$ cat src/rtl/pipe_hazard_ctrl.sv
// Pipeline sequencing controller: load-use stall, mult/div freeze,
// taken-branch flush and a saturating stall-cycle counter.
module pipe_hazard_ctrl #(
    parameter int MULDIV_LAT = 4,
    parameter int CNT_W      = 16
) (
    input  logic             clk,
    input  logic             rst,
    input  logic             IDEX_MemRead,
    input  logic [4:0]       IDEX_Rt,
    input  logic             IDEX_MulDiv,
    input  logic [4:0]       IFID_Rs,
    input  logic [4:0]       IFID_Rt,
    input  logic             IFID_UsesRt,
    input  logic             Branch_Taken,
    output logic             PCWrite,
    output logic             IFIDWrite,
    output logic             IDEXWrite,
    output logic             IFID_Flush,
    output logic             IDEX_Bubble,
    output logic             EXMEM_Bubble,
    output logic             MulDiv_Busy,
    output logic             MulDiv_Done,
    output logic [CNT_W-1:0] StallCount
);

    localparam int CW = $clog2(MULDIV_LAT) + 1;
    localparam int INIT = (MULDIV_LAT > 1) ? (MULDIV_LAT - 2) : 0;
    localparam logic [CW-1:0] CNT_INIT = CW'(INIT);
    localparam logic MULTI = (MULDIV_LAT > 1);

    typedef enum logic {
        RUN,
        MULDIV
    } state_t;

    state_t        state;
    state_t        state_nxt;
    logic [CW-1:0] cnt;
    logic [CW-1:0] cnt_nxt;
    logic          freeze;
    logic          done;
    logic          load_use;

    always_ff @(posedge clk) begin
        if (rst) begin
            state <= RUN;
            cnt   <= '0;
        end else begin
            state <= state_nxt;
            cnt   <= cnt_nxt;
        end
    end

    // IDEX_MulDiv is only looked at in RUN, so one op never re-triggers
    always_comb begin
        state_nxt = state;
        cnt_nxt   = cnt;
        unique case (state)
            RUN: begin
                if (IDEX_MulDiv && MULTI) begin
                    state_nxt = MULDIV;
                    cnt_nxt   = CNT_INIT;
                end
            end
            MULDIV: begin
                if (cnt != '0) begin
                    cnt_nxt = cnt - 1'b1;
                end else begin
                    state_nxt = RUN;
                end
            end
            default: begin
                state_nxt = RUN;
                cnt_nxt   = '0;
            end
        endcase
    end

    always_comb begin
        freeze = 1'b0;
        done   = 1'b0;
        unique case (state)
            RUN: begin
                freeze = IDEX_MulDiv && MULTI;
                done   = IDEX_MulDiv && !MULTI;
            end
            MULDIV: begin
                freeze = (cnt != '0);
                done   = (cnt == '0);
            end
            default: begin
                freeze = 1'b0;
                done   = 1'b0;
            end
        endcase
    end

    always_comb begin
        load_use = IDEX_MemRead && (IDEX_Rt != 5'd0) &&
                   ((IDEX_Rt == IFID_Rs) ||
                    (IFID_UsesRt && (IDEX_Rt == IFID_Rt)));
    end

    // Branch beats load-use: the ID instruction is on the wrong path
    always_comb begin
        PCWrite      = 1'b1;
        IFIDWrite    = 1'b1;
        IDEXWrite    = 1'b1;
        IFID_Flush   = 1'b0;
        IDEX_Bubble  = 1'b0;
        EXMEM_Bubble = 1'b0;
        MulDiv_Busy  = 1'b0;
        MulDiv_Done  = 1'b0;
        if (!rst) begin
            MulDiv_Done = done;
            if (freeze) begin
                PCWrite      = 1'b0;
                IFIDWrite    = 1'b0;
                IDEXWrite    = 1'b0;
                EXMEM_Bubble = 1'b1;
                MulDiv_Busy  = 1'b1;
            end else if (Branch_Taken) begin
                IFID_Flush  = 1'b1;
                IDEX_Bubble = 1'b1;
            end else if (load_use) begin
                PCWrite     = 1'b0;
                IFIDWrite   = 1'b0;
                IDEX_Bubble = 1'b1;
            end
        end
    end

    always_ff @(posedge clk) begin
        if (rst) begin
            StallCount <= '0;
        end else if (!PCWrite && (StallCount != '1)) begin
            StallCount <= StallCount + CNT_W'(1);
        end
    end

endmodule
$ cat config.mk
export PLATFORM = sky130hd
export DESIGN_NAME = pipe_hazard_ctrl
export DESIGN_NICKNAME = d
export VERILOG_FILES = /design/src/rtl/pipe_hazard_ctrl.sv
export SDC_FILE = /design/constraint.sdc
export NUM_CORES = 1
export LEC_CHECK = 0
export CAP_MARGIN = 10
export CORE_MARGIN = 3
export CORE_UTILIZATION = 35
export CTS_BUF_LIST = sky130_fd_sc_hd__clkbuf_2 sky130_fd_sc_hd__clkbuf_4 sky130_fd_sc_hd__clkbuf_8
export DETAILED_ROUTE_END_ITERATION = 10
export DONT_BUFFER_PORTS = 1
export GPL_TIMING_DRIVEN = 0
export PLACE_DENSITY = 0.57
export SLEW_MARGIN = 20
export SYNTH_ARGS = -nofsm -noshare
export SYNTH_HDL_FRONTEND = slang
export SYNTH_SLANG_ARGS = --single-unit
$ cat constraint.sdc
create_clock -name clk -period 4.12 [get_ports clk]
set_clock_uncertainty 0.2 [all_clocks]
set_input_delay 1.03 -clock clk [delete_from_list [all_inputs] [get_ports clk]]
set_output_delay 1.03 -clock clk [all_outputs]
set_load 0.02 [all_outputs]
**After elaboration in Yosys (flattened, before gate mapping)**

Index checks and enable logic that the tools add are counted.

- Bitwise logic cells: 1
- Eq/ne operators: 5
- Add/sub/neg operators: 2
- Muxes and demuxes: 24
- Reductions and logical operators: 10

Operators with widths:

| kind | number |
|---|---|
| two-way mux 1 bit | 18 |
| adder 16 x 1 -> 16 bit (second input constant) | 1 |
| inequality test 16 bit (second input constant) | 1 |
| equality test 5 bit | 2 |
| two-way mux 3 bit | 2 |
| case mux 1 bit (2 select lines) | 3 |
| case mux 3 bit (2 select lines) | 1 |
| nonzero test 5 bit | 1 |
| logical AND 1 bit | 4 |
| zero test 3 bit | 1 |
| nonzero test 3 bit | 1 |
| subtractor 3 x 1 -> 3 bit (second input constant) | 1 |
| inequality test 2 x 1 -> 1 bit (second input constant) | 1 |
| inequality test 2 bit (second input constant) | 1 |
| AND reduction 2 bit | 1 |
| zero test 1 bit | 1 |
| logical OR 1 bit | 1 |
| inverter 1 bit | 1 |

- Output and inout bits: 24
- Flip-flop bits (word level): 20
- Word-level logic and storage cells: 45

**Longest topological paths before layout**

Gate-level depths: netlist of the first run.

- Word-level depth: 10
- Depth in mapped cells: 11

**Least setup slack after synthesis of the first run**

Ideal clock, no wire load.

- Kind: in2out
- Start point: input port IDEX_Rt[1]
- End point: output port PCWrite
- Stages on the path: 6
- Path slack: 0.239 ns
- Arrival time: 2.651 ns
- Path buffers: 3
- Cells stage by stage: or4_1 > o21ai_0 > o41a_1 > buf_6 > clkbuf_1 > buf_4

- Cells in the longest elaborated chain, start to end: 8

RTL lines:

| item | line | source |
|---|---|---|
| start: declaration | 10 | `input logic [4:0] IDEX_Rt,` |
| equality test 5 bit | 102 | `(IFID_UsesRt && (IDEX_Rt == IFID_Rt)));` |
| logical AND 1 bit | 102 |  |
| logical OR 1 bit | 101 | `((IDEX_Rt == IFID_Rs) \|\|` |
| logical AND 1 bit (*) | 100 | `load_use = IDEX_MemRead && (IDEX_Rt != 5'd0) &&` |
| two-way mux 1 bit (*) (4 in a row) | -- |  |
| end: declaration | 16 | `output logic PCWrite,` |

Every way passes the cells marked *; elsewhere a longest branch is shown, timed or not.

**Final worst setup path of the first run**

Ends and elaborated chain as after synthesis.

==> run_results.csv, run 1 <==
group,metric,value,unit
run_status,outcome,"complete, no violations",
critical_path,worstPathRequired,2.89,ns
critical_path,critical_path_class,"primary input to output port",
timing,setup_viol,0,
layout,diodes,0,
min_path,holdCritPathClass,"register to register",
clocking,cts_setup_buffers,0,
die,die_y,64.6,µm
route,via_per_inst,5.55,
timing,max_freq,260,MHz
synth,synth_edf_count,0,
place,port_buffers,0,
synth,syn_area_per_cell,8.63,µm²
die,dieWidth,64.6,µm
timing,hold_viol,0,
clocking,cts_buffers,3,
clocking,clock-sinks,20,
critical_path,reg2regPathDepth,8,
critical_path,crit_buf_inv,3,
critical_path,path_cells,"or4_1 > o21ai_0 > o41a_1 > buf_6 > clkbuf_2 > buf_4",
route,drc,0,
place,gp_congestion,0.810,
synth,syn_inst,139,
clocking,ctsHoldBuffers,0,
synth,synth_area,0.00120,mm²
die,core,0.00315,mm²
die,initial_core_util,38.1,%
global_route,grt_overflow_total,0,
global_route,grt_pass1_vias,1028,
synth,ys.flop_type,"dfxtp_1",
die,die_area,0.00417,mm²
critical_path,cp_max_fo,11,
clocking,cts-root-buf,"clkbuf_4",
power_and_ir_drop,share_comb_of_total_power,17.5,%
synth,yosys_warnings,0,
critical_path,cp-start-kind,"primary input",
die,io_pins,45,
synth,seq_area_frac_synth,33.4,%
place,dpl.hpwl,2.16,mm
critical_path,path_depth,6,
critical_path,cpPeakStageDelay,0.51,ns
power_and_ir_drop,p_int,0.279,mW
clocking,clk_latency,0.32,ns
place,place_area,0.00125,mm²
power_and_ir_drop,p_leak,0.433,nW
route,ant_nets,0,
power_and_ir_drop,pwr-share-clk,30.1,%
layout,finish.instance_area,0.00129,mm²
timing,worst_pin_slew,0.661,ns
power_and_ir_drop,vdd_drop_max,0.000105,V
clocking,clk_path_buf_depth,2,
synth,synth-seq-cells,20,
timing,rsz0062_at_grt,"false",
global_route,grt_pass1_wl,4.76,mm
layout,area_growth,7.72,%
timing,min_period,3.84,ns
global_route,grt_max_degree,12,
global_route,antenna_found_initial,0,
die,row_count,20,
timing,tns,0,ns
place,dp_slack,-0.0222,ns
timing,period_share,93.3,%
min_path,whs_path_depth,1,
timing,slew_viol_final,0,
route,drt_iter0_markers,48,
critical_path,crit_family,"buffers and inverters",
route,firstDrtPassIters,4,
clocking,clk_pin_slew,0.10,ns
synth,synth_nets,163,
job,drv_cap,0,
power_and_ir_drop,switchingPower,0.114,mW
power_and_ir_drop,power_frac_seq,52.4,%
synth,ys_types,36,
critical_path,critPathSlowestCell,"or4_1",
timing,setup_ws,0.276,ns
route,wl_per_cell,15.1,µm
critical_path,end_kind,"output port",
critical_path,cp_data_arrival_time,2.61,ns
clocking,cts_tree,"yes",
clocking,htreeDepth,1,
timing,relSlewSlack,55.6,%
power_and_ir_drop,powerDensity,304,mW/mm²
route,routed-via-count,1038,
power_and_ir_drop,switching_share,29.0,%
layout,drive_gt1_share,12.6,%
layout,final_util,41.0,%
synth,ys_async_sr_fraction,0,%
global_route,grtUsageTotal,14.4,%
route,routed_wl,2.83,mm
layout,final_nets,168,
worst register-to-register path, stage by stage, from the launching register on:
cell	delay, ns
dfxtp_1	0.54
ha_1	0.25
nand2_1	0.09
nor3_1	0.52
nor3b_2	0.44
buf_2	0.29
buf_2	0.26
o31ai_1	0.12
a21oi_1	0.16
per-stage QoR:
step                      total power [mW]  hold WS, ns  std cells
after CTS                            0.396        0.282        187
after global placement               0.276        0.258        183
after floorplan                      0.266        0.237        139
after global routing                 0.416        0.305        187
after detailed placement             0.279        0.267        183
final                                0.393        0.280        187
state kept, by name, summed over array words and instances (netlist names):
name and cells:
StallCount 16, cnt 3, state 1
synthesized netlist by cell type (4+ instances only):
| cell | count | area, µm² |
|---|---|---|
| or4_1 | 5 | 37.5 |
| o41ai_1 | 6 | 52.6 |
| xor2_1 | 9 | 78.8 |
| nor2_1 | 11 | 41.3 |
| a21oi_1 | 6 | 30.0 |
| dfxtp_1 | 20 | 400 |
| nor2b_1 | 4 | 25.0 |
| nand2_1 | 9 | 33.8 |
| o21ai_0 | 4 | 20.0 |
| nand3_1 | 6 | 30.0 |
| o311ai_0 | 5 | 43.8 |
| nor3_1 | 4 | 20.0 |
| inv_1 | 10 | 37.5 |
final timing paths:
check / start / end / slack [ns]
setup / recovery: IDEX_Rt[1] / PCWrite / 0.28
hold reg to reg: cnt[0]$_SDFFE_PP0P_ / cnt[0]$_SDFFE_PP0P_ / 0.28
hold / removal: cnt[0]$_SDFFE_PP0P_ / cnt[0]$_SDFFE_PP0P_ / 0.28
setup reg to reg: StallCount[0]$_SDFFE_PP0P_ / StallCount[10]$_SDFFE_PP0P_ / 1.20
area by class of cell:
cell class / instances / area, µm²
Fill cell: 346 / 1860
Multi-Input combinational cell: 100 / 703
Sequential cell: 20 / 400
Buffer: 9 / 60.1
Tap cell: 44 / 55.1
Inverter: 10 / 37.5
Clock buffer: 4 / 36.3
cell families (layout without fill, tap and decap cells):
kind of cell,count (synthesis),in the layout,synth area share [%]
xor gates and xnor gates,10,10,7.30
buffers and inverters,19,23,8.03
DFF,20,20,33.4
AOI/OAI and AO/OA,30,30,18.4
muxes,5,5,4.48
adders and majority gates,3,3,3.13
and+or+nand+nor,52,52,25.3
power by group through the flow:
stage	sequential, mW	combinational, mW	clock [mW]
6_report	0.206	0.0686	0.118
5_1_grt	0.207	0.0779	0.131
4_1_cts	0.206	0.0695	0.121
3_5_place_dp	0.210	0.0691	0
3_3_place_gp	0.210	0.0665	0
2_1_floorplan	0.209	0.0573	0
placed cells by master, fill, tap and decap left out, drive strengths merged, types with 2 or more instances in the layout:
master / Yosys / routed
inv: 10 / 10
nor2: 11 / 11
o41ai: 6 / 6
or3: 2 / 2
nor4b: 2 / 2
or4: 5 / 5
xor2: 9 / 9
nand3: 6 / 6
nor4: 3 / 3
mux2: 3 / 3
o311ai: 5 / 5
nor3: 4 / 4
dfxtp: 20 / 20
buf: 6 / 6
ha: 3 / 3
o31ai: 3 / 3
nor2b: 4 / 4
nand2: 9 / 9
o21ai: 4 / 4
clkbuf: 3 / 7
and3: 2 / 2
a21oi: 6 / 6
mux2i: 2 / 2
timing repair:
item / 4_1_cts / 5_1_grt
endpoints found under the setup margin: 1 / 0
gates resized for setup: 1 / 0
endpoints found under the hold margin: 0 / 0
routing by layer:
layer | up-vias | share of wire, % | global-route usage (%)
met5 | - | 0 | 0
met4 | 0 | 2.0 | 6.33
met3 | 5 | 8.2 | 4.33
met2 | 42 | 47 | 23.8
met1 | 468 | 43 | 17.0
li1 | 523 | - | -
Power figures use the tool's default switching activity.
==> inputs of run 2 (changes only) <==
- SLEW_MARGIN: 20 -> unset
==> results of run 2 <==
Same layout as run 1: the final DEF is identical, and so are final timing and power.
==> inputs of run 3 (changes only) <==
- PLACE_DENSITY: 0.57 -> unset
==> run_results.csv, run 3 (same netlist as run 1, synthesis figures left out) <==
group,metric,value,unit
clocking,cts_buffers,3,
critical_path,worstPathRequired,2.89,ns
route,routed-via-count,1093,
global_route,grt_max_degree,12,
critical_path,end_kind,"output port",
layout,reg.largest.list,"StallCount x16, cnt x3, state x1",
die,die_y,64.6,µm
global_route,antenna_found_initial,0,
clocking,htreeDepth,1,
die,row_count,20,
timing,rsz0062_at_grt,"false",
timing,tns,0,ns
route,drt_iter0_markers,58,
die,dieWidth,64.6,µm
job,drv_cap,0,
layout,area_growth,7.72,%
critical_path,cp-start-kind,"primary input",
timing,setup_viol,0,
layout,layout_common_cells,"20 x dfxtp_1, 11 x nor2_1, 10 x inv_1",
global_route,grt_overflow_total,0,
clocking,cts-root-buf,"clkbuf_4",
timing,relSlewSlack,50.6,%
layout,layout_commonest_cell,"dfxtp_1",
global_route,grt_pass1_vias,1087,
timing,max_freq,256,MHz
critical_path,reg2regPathDepth,8,
route,via_per_inst,5.84,
layout,drive_gt1_share,12.6,%
route,routed_wl,2.91,mm
layout,final_nets,168,
power_and_ir_drop,power,0.396,mW
power_and_ir_drop,powerDensity,306,mW/mm²
route,firstDrtPassIters,4,
timing,worst_pin_slew,0.735,ns
critical_path,cp_data_arrival_time,2.67,ns
min_path,whs_path_depth,1,
clocking,cts_tree,"yes",
place,gp_congestion,0.776,
die,core,0.00315,mm²
layout,largest-register,"StallCount",
critical_path,cp_max_fo,11,
clocking,clk_pin_slew,0.13,ns
route,wl_per_cell,15.6,µm
power_and_ir_drop,p_leak,0.433,nW
clocking,clk_latency,0.31,ns
critical_path,critical_path_class,"primary input to output port",
die,die_area,0.00417,mm²
global_route,grtUsageTotal,15.0,%
route,ant_nets,0,
timing,slew_viol_final,0,
power_and_ir_drop,vdd_drop_max,0.0000846,V
clocking,ctsHoldBuffers,0,
clocking,cts_setup_buffers,0,
place,dpl.hpwl,2.19,mm
die,io_pins,45,
clocking,cts_resized,1,
place,port_buffers,0,
run_status,outcome,"complete, no violations",
global_route,grt_pass1_wl,5.04,mm
layout,largest_reg_flops,16,
timing,hold_viol,0,
die,initial_core_util,38.1,%
min_path,holdCritPathClass,"register to register",
route,drc,0,
timing,period_share,94.7,%
clocking,clk_path_buf_depth,2,
layout,diodes,0,
timing,min_period,3.90,ns
clocking,clock-sinks,20,
==> run 3: cell counts in the layout (fill, tap and decap cells not counted) <==
No cell type changed its count.
==> run 3: cell type report <==
type / instances / area (µm²)
flip-flops and latches: 20 / 400
multi-input cells: 100 / 703
inverters: 10 / 37.5
well taps: 44 / 55.1
fillers: 344 / 1860
clock buffers: 4 / 36.3
plain buffers: 9 / 60.1
==> run 3: critical path, cell delays in order <==
cell	delay [ns]
or4_1	0.51
o21ai_0	0.26
o41a_1	0.19
buf_6	0.14
clkbuf_2	0.33
buf_4	0.21
==> run 3: path summary, 6_finish.rpt <==
check	start	endpoint	slack, ns
max reg2reg	StallCount[0]$_SDFFE_PP0P_	StallCount[2]$_SDFFE_PP0P_	1.10
min reg2reg	cnt[0]$_SDFFE_PP0P_	cnt[0]$_SDFFE_PP0P_	0.29
max	IDEX_Rt[1]	PCWrite	0.22
min	cnt[0]$_SDFFE_PP0P_	cnt[0]$_SDFFE_PP0P_	0.29
==> run 3: stage by stage <==
| step | worst slack (ns) | hold slack (ns) | utilization (%) | instance area (µm²) | cells |
|---|---|---|---|---|---|
| after global routing | 0.142 | 0.338 | 41.0 | 1290 | 187 |
| after CTS | 0.197 | 0.297 | 41.0 | 1290 | 187 |
| after global placement | -0.0195 | 0.250 | 39.8 | 1250 | 183 |
| after floorplan | 0.239 | 0.237 | - | 1200 | 139 |
| final | 0.217 | 0.289 | 41.0 | 1290 | 187 |
| after detailed placement | -0.106 | 0.280 | 39.8 | 1250 | 183 |
==> run 3: power by group <==
group	total (mW)	internal [mW]	switching (mW)	leakage, nW
clock network	0.122	0.0539	0.0676	0.0210
logic	0.0690	0.0255	0.0435	0.250
registers	0.206	0.199	0.00649	0.162
total	0.396	0.279	0.118	0.433
==> run 3: layer usage <==
| layer | part of all wire [%] | vias up | track usage, % |
|---|---|---|---|
| li1 | - | 520 | - |
| met1 | 42 | 530 | 17.2 |
| met2 | 49 | 39 | 26.9 |
| met3 | 7.0 | 4 | 3.47 |
| met4 | 1.3 | 0 | 5.28 |
| met5 | 0 | - | 0 |
==> RTL change 1, RTL diff (config.mk and constraints of run 1) <==
Change the parameter `CNT_W` from 16 to 24.
--- a/src/rtl/pipe_hazard_ctrl.sv
+++ b/src/rtl/pipe_hazard_ctrl.sv
@@ -2,7 +2,7 @@
 // taken-branch flush and a saturating stall-cycle counter.
 module pipe_hazard_ctrl #(
     parameter int MULDIV_LAT = 4,
-    parameter int CNT_W      = 16
+    parameter int CNT_W      = 24
 ) (
     input  logic             clk,
     input  logic             rst,
Ports: changed (resized StallCount); port bits go from 45 to 53. No check against the original RTL was run, so the function may have changed too.
==> RTL change 1 against run 1 <==
Utilization about the same. Count of clock-buffer cells in the layout unchanged. Total power grew 35%. Final area up 33%. Die area rose by 30%. Routed wire length is 32% higher. Sequential share of layout area rose by 1.5 points. Sequential cell count increased by 8. Maximum frequency fell by 0.65%. Worst setup slack worse by 25 ps. Non-clock buffer count rose by 2. Via count grew 28%. Area after synthesis up 33%. Critical path type unchanged.
==> RTL change 1: results (changes against run 1) <==
pwr:
  combinationalPowerShare_pct: 13.8  # was 17.5%
  p_leak_nw: 0.6505  # was 0.4328 nW
  p_sw_mw: 0.1419  # was 0.1140 mW
  clkPwrFrac_pct: 32.6  # was 30.1%
  ir_drop_v: 0.0001721  # was 0.0001046 V
cells_and_area:
  nonClockInverterCount: 8  # was 10
  clk_share_pct: 3.193  # was 2.807%
  buffers: 11  # was 9
  area_share_nonclk_buffers_pct: 3.120  # was 4.647%
  multi_input_gates: 148  # was 100
  nFillCells: 441  # was 346
  seq_area_um2: 560.5  # was 400.4 um^2
  reg_top3: "StallCount: 24 flops, cnt: 3 flops, state: 1 flops"  # was StallCount: 16 flops, cnt: 3 flops, state: 1 flops
  nets: 224  # was 168
  drive_gt1_share_pct: 6.533  # was 12.59%
  multi_input_area_um2: 962.2  # was 703.2 um^2
routing:
  first_iter_violations: 90  # was 48
  wl_per_cell_um: 15.02  # was 15.12 um
  met1Wirelength_um: 1703  # was 1214 um
  wl_met2_um: 1779  # was 1325 um
  routed-via-count: 1324  # was 1038
placement:
  pre_cts_ws_ps: -105.6  # was -22.17 ps
  dp_hpwl_um: 2824  # was 2155 um
  place_congestion: 0.7785  # was 0.8103
sta:
  post-route-min-period_ps: 3869  # was 3844 ps
  relSlewSlack_pct: 52.40  # was 55.62%
  whs_ps: 280.9  # was 279.7 ps
clock_network:
  cts.clk_slew.worst_paths_ps: 100  # about the same
  cts_setup_buffers: 1  # was 0
  cts_sinks: 28  # was 20
  worstSkewPairLatency_ps: 270  # was 320 ps
critical_path:
  worst_path_max_delay_cell: "o41ai_4"  # was or4_1
  max_stage_delay_ps: 370  # was 510 ps
  crit_start: "IDEX_Rt[3]"  # was IDEX_Rt[1]
  rrSetupSlack_ps: 1220  # was 1200 ps
  r2r_end: "StallCount[8]"  # was StallCount[10]
  cp_max_fo: 10  # was 11
synth:
  seq_area_frac_synth_pct: 35.05  # was 33.37%
  synthMuxAreaShare_pct: 2.034  # was 4.484%
  synth_compound_area_share_pct: 8.607  # was 18.35%
  post_synth_xor_area_fraction_pct: 12.60  # was 7.299%
  synth_fa_ha_area_share_pct: 2.347  # was 3.128%
  post_synth_most_frequent_cells: "nor2_1, dfxtp_1, xor2_1"  # was dfxtp_1, nor2_1, inv_1
  synth_area_leaders: "dfxtp_1, xor2_1, nor2_1"  # was dfxtp_1, xor2_1, o41ai_1
  synth_cell_types: 41  # was 36
global_route:
  grt_pass1_vias: 1225  # was 1028
  track_usage_pct: 13.98  # was 14.35%
  grt_max_degree: 16  # was 12
  antenna_found_initial: 0  # unchanged
status:
  outcome: "finished, final reports clean"  # unchanged
-- RTL change 1: changes by cell type in the layout (fill, tap and decap cells not counted), sizes merged, moves of 4 or more --
cell,before,now
nand4,1,6
o21ai,4,8
o41ai,6,1
nand3,6,14
nor2,11,29
o311ai,5,0
nand2,9,13
dfxtp,20,28
xor2,9,22
-- RTL change 1: routing by layer --
metal / GRT usage, % / up-vias
met2: 22.05 / 29
met1: 18.95 / 610
met5: 0 / -
li1: - / 683
met3: 4.788 / 2
met4: 1.811 / 0
-- RTL change 1: stage by stage --
step	utilization [%]	power [mW]	cell area, um^2	setup TNS, ps	std cells
6_report	41.04	0.5303	1724	0	249
5_1_grt	41.04	0.5591	1724	0	249
4_1_cts	41.04	0.5371	1724	0	249
3_5_place_dp	39.55	0.3629	1662	-105.6	244
3_3_place_gp	39.55	0.3612	1662	-85.43	244
2_1_floorplan	-	0.3491	1599	0	194
==> RTL change 2, RTL diff (settings of run 1) <==
Without the edit above. Put one more register stage on the output `StallCount`, with the module's reset. The value now appears one clock later. The other outputs are not delayed to match.
--- a/src/rtl/pipe_hazard_ctrl.sv
+++ b/src/rtl/pipe_hazard_ctrl.sv
@@ -33,6 +33,8 @@
         RUN,
         MULDIV
     } state_t;
+
+    logic [CNT_W-1:0] StallCount_s0;
 
     state_t        state;
     state_t        state_nxt;
@@ -133,9 +135,17 @@
 
     always_ff @(posedge clk) begin
         if (rst) begin
+            StallCount_s0 <= '0;
+        end else if (!PCWrite && (StallCount_s0 != '1)) begin
+            StallCount_s0 <= StallCount_s0 + CNT_W'(1);
+        end
+    end
+
+    always_ff @(posedge clk) begin
+        if (rst) begin
             StallCount <= '0;
-        end else if (!PCWrite && (StallCount != '1)) begin
-            StallCount <= StallCount + CNT_W'(1);
+        end else begin
+            StallCount <= StallCount_s0;
         end
     end
 
Function: changed (a bounded check fails within 4 cycles, from zero or initial values and one cycle with rst high).
==> RTL change 2 against run 1 <==
Final area up 38%. Area after synthesis up 33%. Sequential cell count up 16. Utilization up 1.4 points. Routed wire length up 9.9%. Worst setup slack worse by 47 ps. Critical path depth unchanged. Total power up 96%. Largest power group unchanged.
==> RTL change 2: results (changes against run 1) <==
synth:
  syn-num-nets: 193  # was 163
  synth_area_leaders: "dfxtp_1, mux2_2, nor2_1"  # was dfxtp_1, xor2_1, o41ai_1
  synth_cell_types: 40  # was 36
  post_synth_most_frequent_cells: "dfxtp_1, nor2_1, inv_1, nor2b_1, mux2_2"  # was dfxtp_1, nor2_1, inv_1
  seq_area_frac_synth_pct: 45.32  # was 33.37%
  synth-async-reset-ratio_pct: 0  # unchanged
routing:
  first_iter_violations: 34  # was 48
  wl_per_cell_um: 13.69  # was 15.12 um
  drt_first_pass_iters: 4  # unchanged
  routed-via-count: 1140  # was 1038
clock_network:
  cts-root-buf: "clkbuf_8"  # was clkbuf_4
  worstSkewPairLatency_ps: 280  # was 320 ps
  cts_buffers: 5  # was 3
  cts.clk_slew.worst_paths_ps: 70  # was 100 ps
  htreeDepth: 2  # was 1
  ctsResizeCount: 0  # was 1
pwr:
  ir_drop_v: 0.0001571  # was 0.0001046 V
  intPower_mw: 0.5985  # was 0.2786 mW
  pg_clk_mw: 0.332  # was 0.118 mW
  combinationalPowerShare_pct: 9.6  # was 17.5%
  p_leak_nw: 0.7011  # was 0.4328 nW
  seq_power_share_pct: 47.3  # was 52.4%
sta:
  worst_slew_pin_slew_ps: 664.4  # was 660.6 ps
  final.setup.tns_ps: 0  # unchanged
critical_path:
  crit_arrival_ps: 2660  # was 2610 ps
  path_delay_family: "simple AND/OR/NAND/NOR gates"  # was buffers and inverters
  max_stage_delay_ps: 640  # was 510 ps
  worst_path_max_delay_cell: "or4_2"  # was or4_1
status:
  outcome: "finished, final reports clean"  # unchanged
cells_and_area:
  nFillCells: 416  # was 346
  reg_top3: "StallCount: 16 flops, StallCount_s0: 16 flops, cnt: 3 flops"  # was StallCount: 16 flops, cnt: 3 flops, state: 1 flops
  drive_gt1_share_pct: 17.51  # was 12.59%
  nets: 200  # was 168
global_route:
  grt_pass1_wl_um: 5154  # was 4761 um
  track_usage_pct: 12.43  # was 14.35%
  grt_pass1_vias: 1153  # was 1028
hold_path:
  hold_class: "flop to flop"  # unchanged
placement:
  dpl_cell_area_um2: 1653  # was 1255 um^2
  dp_hpwl_um: 2386  # was 2155 um
  place_congestion: 0.7369  # was 0.8103
  pre_cts_ws_ps: 208.1  # was -22.17 ps
RTL change 2: cell types whose count changed after synthesis, moves of 3 or more:
cell,delta
a21oi_1,-3
dfxtp_1,+16
mux2_2,+8
nand2_1,-4
nand4_1,+6
nor2_1,+11
nor2b_1,+8
o311ai_0,-5
o41ai_1,-6
or4_1,-4
RTL change 2: layer usage:
layer,wire (um),global-route usage (%),vias to the layer above
li1,-,-,587
met1,1449,15.04,529
met2,1519,19.86,20
met3,116,5.198,4
met4,23,4.225,0
met5,0,0,-
RTL change 2: kinds of logic after synthesis:
kind of cell               count (synthesis)  share of synthesized area [%]
AOI/OAI and AO/OA                         16                          8.183
xor gates and xnor gates                  10                          5.508
and+or+nand+nor                           70                          23.76
muxes                                     12                          8.733
buffers and inverters                     22                          6.136
DFF                                       36                          45.32
adders and majority gates                  3                          2.361
RTL change 2: through the flow:
| stage | cells | hold WS, ps |
|---|---|---|
| finish | 227 | 276.8 |
| global route | 227 | 310.8 |
| CTS | 227 | 275.3 |
| detailed placement | 219 | 262.1 |
| global placement | 219 | 252.3 |
| floorplan | 169 | 236.7 |
RTL change 2: area by class of cell:
cell class	instances	area, um^2	share of cell area (%)
multi-input cells	111	772.0	43.39
flip-flops and latches	36	720.7	40.51
clock buffers	7	96.34	5.415
well taps	50	62.56	3.516
plain buffers	9	48.80	2.743
inverters	13	48.80	2.743
clock inverters	1	30.03	1.688
RTL change 2: final timing paths:
| kind | endpoint | slack [ps] | startpoint | depth (start not counted) |
|---|---|---|---|---|
| worst max-delay path | PCWrite | 230 | IDEX_Rt[1] | 6 |
| worst min-delay path | cnt[0] | 280 | cnt[0] | 1 |
| worst max register to register | StallCount_s0[4] | 1170 | cnt[0] | 11 |
| worst min register to register | cnt[0] | 280 | cnt[0] | 1 |
